===== config.mk =====
export PLATFORM = sky130hd
export DESIGN_NAME = led_matrix_row_scanner
export DESIGN_NICKNAME = d
export VERILOG_FILES = /design/src/rtl/led_matrix_row_scanner_pkg.sv /design/src/rtl/led_matrix_row_scanner_row_slot_counter.sv /design/src/rtl/led_matrix_row_scanner.sv
export SDC_FILE = /design/constraint.sdc
export NUM_CORES = 1
export LEC_CHECK = 0
export ABC_AREA = 1
export CAP_MARGIN = 20
export CORE_ASPECT_RATIO = 0.7
export CORE_UTILIZATION = 43
export DETAILED_ROUTE_END_ITERATION = 10
export HOLD_SLACK_MARGIN = 0.1
export PLACE_DENSITY_LB_ADDON = 0.05
export SLEW_MARGIN = 5
export SYNTH_ARGS = -nofsm -noshare
export SYNTH_HDL_FRONTEND = slang
export SYNTH_SLANG_ARGS = --single-unit
export TNS_END_PERCENT = 5

===== constraint.sdc =====
create_clock -name clk -period 2.35 [get_ports clk]
set_clock_uncertainty 0.15 [all_clocks]
set_input_delay 0.705 -clock clk [delete_from_list [all_inputs] [get_ports clk]]
set_output_delay 0.705 -clock clk [all_outputs]
set_load 0.05 [all_outputs]

===== src/rtl/led_matrix_row_scanner_pkg.sv =====
// Shared types and constants for the 5x7 LED matrix row scanner.
package led_matrix_row_scanner_pkg;

    localparam int ROWS = 7;
    localparam int COLS = 5;

    typedef enum logic [1:0] {
        ST_IDLE  = 2'd0,
        ST_BLANK = 2'd1,
        ST_SHOW  = 2'd2
    } state_e;

    localparam logic [ROWS-1:0] ROW_OFF = 7'h7F;

    // Active-low one-hot row drive for row idx.
    function automatic logic [ROWS-1:0] row_drive(input logic [2:0] idx);
        return ROW_OFF ^ (ROWS'(1) << idx);
    endfunction

endpackage


===== src/rtl/led_matrix_row_scanner_row_slot_counter.sv =====
// Row slot timer: counts the DIV-cycle slot, flagging end of blanking and end of slot.
module led_matrix_row_scanner_row_slot_counter
    import led_matrix_row_scanner_pkg::*;
#(
    parameter int DIV   = 50000,
    parameter int BLANK = 2
) (
    input  logic clk,
    input  logic rst_n,
    input  logic clear,
    output logic blank_done,
    output logic slot_end
);

    localparam int CW = (DIV > 1) ? $clog2(DIV) : 1;

    logic [CW-1:0] cnt_q, cnt_d;

    assign blank_done = (cnt_q == CW'(BLANK - 1));
    assign slot_end   = (cnt_q == CW'(DIV - 1));

    always_comb begin
        cnt_d = cnt_q + CW'(1);
        if (clear || slot_end) cnt_d = '0;
    end

    always_ff @(posedge clk) begin
        if (!rst_n) cnt_q <= '0;
        else        cnt_q <= cnt_d;
    end

endmodule


===== src/rtl/led_matrix_row_scanner.sv =====
// Scans a 5x7 LED matrix one row per slot, with blanking between rows and a
// shadow copy of the patterns taken once per frame so a frame never tears.
module led_matrix_row_scanner
    import led_matrix_row_scanner_pkg::*;
#(
    parameter int DIV   = 50000,
    parameter int BLANK = 2
) (
    input  logic                 clk,
    input  logic                 rst_n,
    input  logic                 enable,
    input  logic [ROWS*COLS-1:0] pattern_in,
    output logic [ROWS-1:0]      row_n,
    output logic [COLS-1:0]      col,
    output logic [2:0]           row_idx,
    output logic                 frame_start
);

    state_e                     state_q, state_d;
    logic [2:0]                 row_idx_q, row_idx_d;
    logic [ROWS-1:0][COLS-1:0]  shadow_q, shadow_d;
    logic [ROWS-1:0]            row_n_q, row_n_d;
    logic [COLS-1:0]            col_q, col_d;
    logic                       frame_start_q, frame_start_d;
    logic                       blank_done, slot_end, cnt_clear;

    // Hold the counter at zero while idle so the first slot starts cleanly.
    assign cnt_clear = !enable || (state_q == ST_IDLE);

    led_matrix_row_scanner_row_slot_counter #(
        .DIV   (DIV),
        .BLANK (BLANK)
    ) u_row_slot_counter (
        .clk        (clk),
        .rst_n      (rst_n),
        .clear      (cnt_clear),
        .blank_done (blank_done),
        .slot_end   (slot_end)
    );

    always_comb begin
        state_d       = state_q;
        row_idx_d     = row_idx_q;
        shadow_d      = shadow_q;
        frame_start_d = 1'b0;
        if (!enable) begin
            state_d   = ST_IDLE;
            row_idx_d = '0;
        end else begin
            unique case (state_q)
                ST_IDLE: begin
                    state_d       = ST_BLANK;
                    row_idx_d     = '0;
                    shadow_d      = pattern_in;
                    frame_start_d = 1'b1;
                end
                ST_BLANK: if (blank_done) state_d = ST_SHOW;
                ST_SHOW: if (slot_end) begin
                    state_d = ST_BLANK;
                    if (row_idx_q == 3'(ROWS - 1)) begin
                        row_idx_d     = '0;
                        shadow_d      = pattern_in;
                        frame_start_d = 1'b1;
                    end else begin
                        row_idx_d = row_idx_q + 3'd1;
                    end
                end
                default: state_d = ST_IDLE;
            endcase
        end
        // Outputs follow the next state so they line up with the registered state.
        row_n_d = (state_d == ST_SHOW) ? row_drive(row_idx_d) : ROW_OFF;
        col_d   = (state_d == ST_SHOW) ? shadow_d[row_idx_d] : '0;
    end

    always_ff @(posedge clk) begin
        if (!rst_n) begin
            state_q       <= ST_IDLE;
            row_idx_q     <= '0;
            shadow_q      <= '0;
            row_n_q       <= ROW_OFF;
            col_q         <= '0;
            frame_start_q <= 1'b0;
        end else begin
            state_q       <= state_d;
            row_idx_q     <= row_idx_d;
            shadow_q      <= shadow_d;
            row_n_q       <= row_n_d;
            col_q         <= col_d;
            frame_start_q <= frame_start_d;
        end
    end

    assign row_n       = row_n_q;
    assign col         = col_q;
    assign row_idx     = row_idx_q;
    assign frame_start = frame_start_q;

endmodule


* Word-level counts from Yosys, hierarchy flattened
Cells that the tools add are included.
** Word-level totals
- Bits in registers :: 69
- Bits of input ports :: 38
** Cells by class
- Add/sub/neg operators :: 2
- Order comparisons :: 1
- Eq/ne operators :: 6
- Shift-type cells :: 1
- Mux-type cells :: 17
- Bitwise operators :: 2
- Reduce and logical (&&, ||, !) cells :: 7
** Operator list (count)
- two-way mux 35 bit :: 3
- one-hot mux 35 bit (2 select lines) :: 1
- adder 16 x 1 -> 16 bit, second input constant :: 1
- equality test 16 x 1 -> 1 bit, second input constant :: 1
- equality test 16 bit, second input constant :: 1
- binary-select mux 5 bit (select 3 bit) :: 1
- two-way mux 3 bit :: 3
- NOT 7 bit :: 1
- << shifter 1 x 3 -> 7 bit, first input constant :: 1
- two-way mux 2 bit :: 3
- one-hot mux 2 bit (3 select lines) :: 1
- one-hot mux 3 bit (2 select lines) :: 1
- two-way mux 5 bit :: 1
- equality test 2 bit, second input constant :: 2
- less-than comparator 3 x 4 -> 1 bit, second input constant :: 1
- AND reduction 2 bit :: 2
- adder 3 x 1 -> 3 bit, second input constant :: 1
- equality test 3 bit, second input constant :: 1
- equality test 2 x 1 -> 1 bit, second input constant :: 1
- zero test 2 bit :: 1
- logical OR 1 bit :: 2
- two-way mux 1 bit :: 2
- one-hot mux 1 bit (2 select lines) :: 1
- OR reduction 2 bit :: 1
- 2 further kinds :: 2

* Longest topological paths before layout
Gate-level depths: netlist of run 1.
- Word-level depth :: 7
- Gate-level depth with buffers :: 17
- Depth with buffers taken out :: 16

* Cells and area by module
From an unflattened synthesis of run 1, not the netlist that was laid out.
** Second synthesis, totals
- Cell total of the unflattened synthesis :: 510
- Area total of the unflattened synthesis :: 3453.3 µm²
** By module, submodules not included
- led_matrix_row_scanner :: instances 1, cells an instance 373, area each 2586.2 µm², sequential area each 1061.0 µm²
- led_matrix_row_scanner_row_slot_counter :: instances 1, cells an instance 137, area each 867.1 µm², sequential area each 320.3 µm²

* Least setup slack after synthesis of run 1
Ideal clock, no wire load.
- Path kind :: register to register
- Start point :: register row_idx_q[1], in the netlist row_idx[1]
- End point :: register col_q[2], in the netlist col[2]
- Setup time :: 0.113 ns
- Arrival :: 1.882 ns
- Required time :: 2.087 ns
- Slack :: 0.204 ns
- Stages on the path, launching flop included :: 13
- Period minus slack after synthesis :: 2.146 ns
- Path through :: dfxtp_1 -> nand2_1 -> nor2_1 -> nand3_4 -> nand2_8 -> nand2_4 -> buf_2 -> nand2_1 -> nand2_1 -> nand3_1 -> nand2_1 -> nor2_1 -> nand2_1
** On the way
- Cells in the longest elaborated chain, start to end :: 7
- Elaborated cells on any way between the ends :: 12
- Those cells by class :: 1 x add/sub; 1 x eq/ne; 10 x mux
** Ends and longest elaborated chain
- start, declared :: line led_matrix_row_scanner.sv:20 : logic [2:0] row_idx_q, row_idx_d;
- start signal, assigned :: line led_matrix_row_scanner.sv:86 : row_idx_q <= row_idx_d;
- adder 3 x 1 -> 3 bit or equality test 3 bit (tied branches) :: line led_matrix_row_scanner.sv:65, led_matrix_row_scanner.sv:60
- two-way mux 3 bit or two-way mux 35 bit (tied branches) :: line led_matrix_row_scanner.sv:60 : if (row_idx_q == 3'(ROWS - 1)) begin
- two-way mux 3 bit or two-way mux 35 bit (tied branches) :: line led_matrix_row_scanner.sv:58 : ST_SHOW: if (slot_end) begin
- one-hot mux 3 bit (2 select lines) or one-hot mux 35 bit (2 select lines) (tied branches) :: line led_matrix_row_scanner.sv:50 : unique case (state_q)
- two-way mux 3 bit or two-way mux 35 bit (tied branches) :: line led_matrix_row_scanner.sv:46 : if (!enable) begin
- binary-select mux 5 bit (select 3 bit) (*) :: line led_matrix_row_scanner.sv:73 : col_d = (state_d == ST_SHOW) ? shadow_d[row_idx_d] : '0;
- two-way mux 5 bit (not written as such) (*) :: line led_matrix_row_scanner.sv:73
- end signal, assigned :: line led_matrix_row_scanner.sv:89 : col_q <= col_d;
- end, declared :: line led_matrix_row_scanner.sv:23 : logic [COLS-1:0] col_q, col_d;
Every way passes the cells marked *; elsewhere a longest branch is shown, timed or not. The select of a mux whose other input is x is not followed.
A chain may end at the register's enable or synchronous reset.

* Worst setup path after layout of run 1
- Start point :: register col_q[4], in the netlist col[4]
- End point :: output port col[4]
** RTL lines
- end, declared :: line led_matrix_row_scanner.sv:14 : output logic [COLS-1:0] col,
No word-level cell between the ends.

==> out/summary.txt, run 1 <==
Pwr Density: 605 nW/um^2
synthesis-stage register bit count: 69
clock net sink count: 69
first-pass GRT wire length: 14.5 mm
Final setup viols: 0
per-cell routed wire length: 12.0 um
vias: 3,393
Worst EP arrival: 1.45 ns
Post-synth EDFFs: 0
Placer Congestion: 0.867
largest net degree at the start of global routing: 41
worst-margin pin slew: 0.507 ns
outcome: complete, but fails checks
ys async rst share: 0
data required time of the worst path: 1.49 ns
Total Power: 2.90 mW
num rows: 27
CP delay by family, top: buffers and inverters
Seq/Total Area, Yosys: 0.387
WS Path Type: reg -> out
failing checks: DRC
Final Util: 0.601
Largest stage delay, worst path: 0.81 ns
ant diodes: 0
area grow syn2layout: 34.0%
Hold Fails Final Rpt: 0
top post-synthesis cells by area: dfxtp_1 (39%), nand2_1 (18%), nor2_1 (7.8%), inv_1 (7.0%), nand3_1 (4.8%)
die area: 8680 sq um
CTS Buffer Depth: 2
clk slew on worst S/H paths: 0.06 ns
Synth top cells by count: nand2_1 (169), nor2_1 (74), dfxtp_1 (69)
H-tree Lvls: 3
top-count cell post-synth: nand2_1
cells after synthesis: 535
first-pass detailed-route iteration total: 10
RSZ-0062 raised after global routing: true
core box area: 7970 sq um
leakage: 2.26 nW
crit path max fanout: 1
max-slew violation count: 0
syn_nets: 575
relative slew slack: 0.661
Worst Setup End Kind: output pin
I/O pin count: 54
share of cells above drive strength 1: 0.153
HPWL after DPL: 6.27 mm
initial core utilization: 0.448
warnings from Yosys: 0
vias per cell: 4.67
Peak VDD IR: 0.000464 V
slowest CP cell: clkdlybuf4s50_1
Buffers & Inverters on Critical Path: 1
Clk Latency, worst-skew pair: 0.34 ns
gr usage total: 0.212
DRC Markers: 4
Mapped Area: 3570 sq um
Die Span X: 111 um
DRT Wirelength: 8.72 mm
FILL cells: 751
total gr overflow: 0
vias in the first global route: 3,015
CP Cell Sequence: clkdlybuf4s50_1
Synth top area share: 0.387
Max Cap Viol: 0
area leader, netlist: dfxtp_1
period utilization: 0.982
CTS buffer count: 9
post-synthesis average cell area: 6.68 sq um
Root Driver: clkbuf_16
fmax: 433 MHz
Distinct cells, synth: 36
initial antenna violation count: 0
CTS tree: yes
DRT iter0 DRCs: 228
Period minus WS final: 2.31 ns
die extent in y: 78.3 um
port bufs: 53
HP Class: reg -> reg
Primary FF master, synth: dfxtp_1
Setup crit start kind: flip-flop
Post-layout nets: 661
Detail Route Antenna Nets: 0
==> layout make-up <==
type / count / area, sq um / area share
Clock buffer: 13 / 270 / 0.0564
Sequential cell: 69 / 1380 / 0.289
Clock inverter: 3 / 18.8 / 0.00392
Tap cell: 101 / 126 / 0.0264
Multi-Input combinational cell: 368 / 1790 / 0.373
Inverter: 82 / 309 / 0.0645
Timing Repair Buffer: 91 / 896 / 0.187
==> worst paths after layout <==
kind | from | end | slack (ns) | depth (start not counted)
max | col[4]$_SDFF_PN0_ | col[4] | 0.04 | 1
min | u_row_slot_counter.cnt_q[3]$_SDFF_PP0_ | u_row_slot_counter.cnt_q[3]$_SDFF_PP0_ | 0.35 | 2
max reg2reg | u_row_slot_counter.cnt_q[1]$_SDFF_PP0_ | col[0]$_SDFF_PN0_ | 0.16 | 15
min reg2reg | u_row_slot_counter.cnt_q[3]$_SDFF_PP0_ | u_row_slot_counter.cnt_q[3]$_SDFF_PP0_ | 0.35 | 2
==> cell families (layout without fill, tap and decap cells) <==
| family | Yosys count | count (layout) | share of synthesized area |
|---|---|---|---|
| AOI/OAI and AO/OA | 31 | 31 | 0.0518 |
| xor gates and xnor gates | 2 | 2 | 0.00490 |
| adders and majority gates | 2 | 2 | 0.00700 |
| buffers and inverters | 98 | 189 | 0.117 |
| DFF | 69 | 69 | 0.387 |
| and+or+nand+nor | 333 | 333 | 0.433 |
==> through the flow <==
stage	setup WS [ns]	hold slack [ns]	cell area, sq um	cells	setup TNS, ns
3_5_place_dp	-0.168	0.341	4460	710	-1.31
2_1_floorplan	0.204	0.294	3570	535	0
3_3_place_gp	-0.153	0.330	4460	710	-1.24
5_1_grt	-0.0146	0.385	4790	727	-0.0146
6_report	0.0421	0.347	4790	727	0
4_1_cts	0.00696	0.351	4750	726	0
==> layer usage <==
layer  GRT usage  wire length (um)
met1       0.306              4710
met2       0.302              3520
met3      0.0579               422
met4      0.0726                63
met5           0                 0
==> what timing repair did <==
action	in CTS	in global routing
gates resized for setup	0	10
hold buffers	0	0
endpoints found under the setup margin	0	12
setup buffers	0	1
==> flip-flops by register name, indices dropped and copies added (netlist names) <==
| name | cells |
|---|---|
| row_idx | 3 |
| col | 5 |
| shadow_q | 35 |
| state_q | 2 |
| row_n | 7 |
| frame_start | 1 |
| u_row_slot_counter.cnt_q | 16 |
==> cell usage in the layout, fill, tap and decap left out, types with 2 or more instances in the layout <==
cell	n
nand3b_1	18
buf_4	36
nand2_2	6
clkinv_1	11
inv_2	3
o21ai_2	7
nand3_2	2
clkbuf_16	9
nor2_1	74
clkdlybuf4s50_1	43
clkinv_2	3
xor2_1	2
a21oi_1	11
nand3_1	34
nor3_1	7
nor3_2	2
nor2_4	6
dfxtp_1	68
nand4_1	4
o21ai_0	5
buf_12	6
o21ai_1	5
clkbuf_8	3
inv_1	67
nand2_1	169
dlymetal6s2s_1	6
nand2_4	3
==> power breakdown <==
group          switching [mW]  internal, mW
Sequential             0.0150          1.22
Clock                   0.513         0.799
Combinational           0.176         0.178
No activity file was read; power rests on OpenSTA's default activity.
==> run 2: changes to the inputs <==
- SLEW_MARGIN: 5 -> 10
==> results of run 2 <==
No change in the layout: final DEF, timing and power equal those of run 1.
==> run 3: changes to the inputs <==
- SYNTH_HIERARCHICAL: unset -> 1
==> out/summary.txt, run 3 <==
outcome: complete, no violations
period utilization: 0.982 (about the same)
Root Driver: clkbuf_16
Final setup viols: 0 (unchanged)
DRC Markers: 0 (-4)
Hold Startpoint: shadow_q[34]$_SDFF_PN0_
Hold Fails Final Rpt: 0 (unchanged)
port bufs: 53 (unchanged)
CTS tree: yes
Post-DP Area: 4480 sq um (+0.45%)
FILL cells: 700 (-6.8%)
worst reg-to-reg setup slack: 0.05 ns (-0.11 ns)
CTS Buffer Depth: 2 (unchanged)
leakage: 2.35 nW (+3.9%)
Top reg by flops: shadow_q
H-tree Lvls: 3 (unchanged)
Die Span X: 109 um (-1.7%)
Synth top cells by count: nand2_1 (129), nor2_1 (84), inv_1 (77)
Max Cap Viol: 0 (unchanged)
Setup crit start kind: flip-flop
first-pass GRT wire length: 15.2 mm (+5.0%)
Placer Congestion: 0.924 (+6.6%)
Period minus WS final: 2.31 ns (-0.000661 ns)
gr usage total: 0.243 (+0.0302)
cells after synthesis: 510 (-4.7%)
top post-synthesis cells by area: dfxtp_1 (40%), nand2_1 (14%), nor2_1 (9.1%), inv_1 (8.4%), nand3_1 (5.8%)
post-synthesis average cell area: 6.77 sq um (+1.4%)
crit path max fanout: 1 (unchanged)
CP delay by family, top: buffers and inverters
Largest register FFs: 35 (unchanged)
post-route setup TNS: 0 ns (unchanged)
RR Endpoint: col[1]$_SDFF_PN0_
core box area: 7550 sq um (-5.3%)
FF-to-FF path depth: 15 (unchanged)
area grow syn2layout: 42.9%
max-slew violation count: 0 (unchanged)
Largest stage delay, worst path: 0.80 ns (about the same)
CP Cell Sequence: clkdlybuf4s50_1
worst-margin pin slew: 0.524 ns (+0.0166 ns)
Worst Setup End Kind: output pin
Worst Hold Depth: 2 (unchanged)
Total Power: 2.92 mW (+0.79%)
Mapped Area: 3450 sq um (-3.4%)
Clk Latency, worst-skew pair: 0.33 ns (about the same)
slowest CP cell: clkdlybuf4s50_1
Pwr Density: 592 nW/um^2 (-2.2%)
vias: 3,427 (+1.0%)
die extent in y: 77.0 um (-1.6%)
WS Path Type: reg -> out
syn_nets: 550 (-4.3%)
per-cell routed wire length: 13.0 um (+8.7%)
top-count cell post-synth: nand2_1
clock net sink count: 69 (unchanged)
ant diodes: 0 (unchanged)
footprint of the multi-input gates: 1730 sq um (-3.3%)
Critical R2R Launch: u_row_slot_counter/cnt_q[1]$_SDFF_PP0_
Seq/Total Area, Yosys: 0.400 (+0.0134)
total gr overflow: 0 (unchanged)
Post-layout nets: 662 (+0.15%)
initial antenna violation count: 0 (unchanged)
data required time of the worst path: 1.49 ns (about the same)
first-pass detailed-route iteration total: 5 (-5)
Distinct cells, synth: 33 (-8.3%)
RSZ-0062 raised after global routing: true
share of cells above drive strength 1: 0.209 (+0.0559)
HP Class: reg -> reg
I/O pin count: 54 (unchanged)
vias in the first global route: 3,137 (+4.0%)
Primary FF master, synth: dfxtp_1
HPWL after DPL: 6.80 mm (+8.5%)
DRT Wirelength: 9.44 mm (+8.3%)
Worst EP arrival: 1.45 ns (about the same)
ys async rst share: 0 (unchanged)
Post-synth EDFFs: 0 (unchanged)
cell area after layout: 4930 sq um (+3.1%)
largest net degree at the start of global routing: 25 (-39%)
Buffers & Inverters on Critical Path: 1 (unchanged)
Worst Hold End: shadow_q[34]$_SDFF_PN0_
Synth top area share: 0.400 (+0.0134)
warnings from Yosys: 6 (+6)
clk slew on worst S/H paths: 0.05 ns (about the same)
Detail Route Antenna Nets: 0 (unchanged)
Peak VDD IR: 0.000452 V (-2.7%)
area leader, netlist: dfxtp_1
DRT iter0 DRCs: 162 (-29%)
num rows: 26 (-3.7%)
initial core utilization: 0.458 (+0.00935)
die area: 8400 sq um (-3.3%)
most common cell after layout, fill and taps aside: nand2_1
fmax: 433 MHz (about the same)
most frequent cells in the layout: nand2_1 (128), nor2_1 (77), inv_1 (74)
CTS Hold Buffers Added: 0 (unchanged)
CTS buffer count: 9 (unchanged)
relative slew slack: 0.650 (-0.0111)
vias per cell: 4.73 (+1.4%)
Seq. cell area: 1390 sq um (+0.36%)
synthesis-stage register bit count: 69 (unchanged)
run 3: changes by cell type after synthesis, sizes merged, moves of 2 or more:
cell    change
xnor2       +2
nand2      -39
clkbuf      -2
nor2       +11
inv        +13
o21ai       +5
buf         +2
nand4       +4
clkinv     -11
nor3        -9
nand3       +4
nand3b      -4
run 3: area by class of cell:
| class | count | area share |
|---|---|---|
| well taps | 98 | 0.0248 |
| clock inverters | 1 | 0.00609 |
| flip-flops and latches | 69 | 0.281 |
| repair buffers | 117 | 0.219 |
| clock buffers | 14 | 0.0535 |
| inverters | 84 | 0.0659 |
| multi-input cells | 341 | 0.350 |
run 3: worst max-delay path by stage:
| stage | start | to | depth (start not counted) |
|---|---|---|---|
| final | row_n[5]$_SDFF_PN1_ | row_n[5] | 1 |
| after global routing | u_row_slot_counter/cnt_q[1]$_SDFF_PP0_ | col[1]$_SDFF_PN0_ | 15 |
| after CTS | row_n[5]$_SDFF_PN1_ | row_n[5] | 1 |
| after detailed placement | enable | col[2]$_SDFF_PN0_ | 11 |
| after global placement | enable | col[0]$_SDFF_PN0_ | 9 |
| after floorplan | u_row_slot_counter/cnt_q[0]$_SDFF_PP0_ | col[0]$_SDFF_PN0_ | 16 |
run 3: power by group:
part | switching [mW] | total [mW] | internal (mW)
combinational | 0.173 | 0.349 | 0.176
clock | 0.466 | 1.34 | 0.874
sequential | 0.0139 | 1.23 | 1.22
total | 0.653 | 2.92 | 2.27
run 3: repair_timing:
| item | CTS | global route |
|---|---|---|
| resized for setup | 3 | 29 |
| pin swaps | 1 | 11 |
| endpoints found under the setup margin | 5 | 11 |
| buffers inserted | 3 | 2 |
run 3: metrics by stage:
stage / hold WS (ns) / util / setup slack (ns) / std cells
after detailed placement: 0.318 / 0.594 / -0.195 / 704
final: 0.326 / 0.654 / 0.0428 / 724
after global placement: 0.306 / 0.594 / -0.187 / 704
after global routing: 0.351 / 0.654 / -0.0631 / 724
after CTS: 0.324 / 0.637 / 0.0236 / 722
after floorplan: 0.283 / - / 0.127 / 510
run 3: cell families after synthesis:
kind of cell | after synthesis | share of synthesized area
AND/OR/NAND/NOR | 298 | 0.400
buffers and inverters | 100 | 0.123
flip-flops | 69 | 0.400
AO/OA/AOI/OAI | 36 | 0.0576
XOR/XNOR | 5 | 0.0127
adder cells (fa/ha/maj) | 2 | 0.00725
run 3: metal layers:
metal,vias to the layer above,track usage,routed length [um]
met4,0,0.0851,167
met1,1515,0.345,4770
met3,15,0.0791,660
li1,1796,-,-
met5,-,0,0
met2,101,0.338,3850
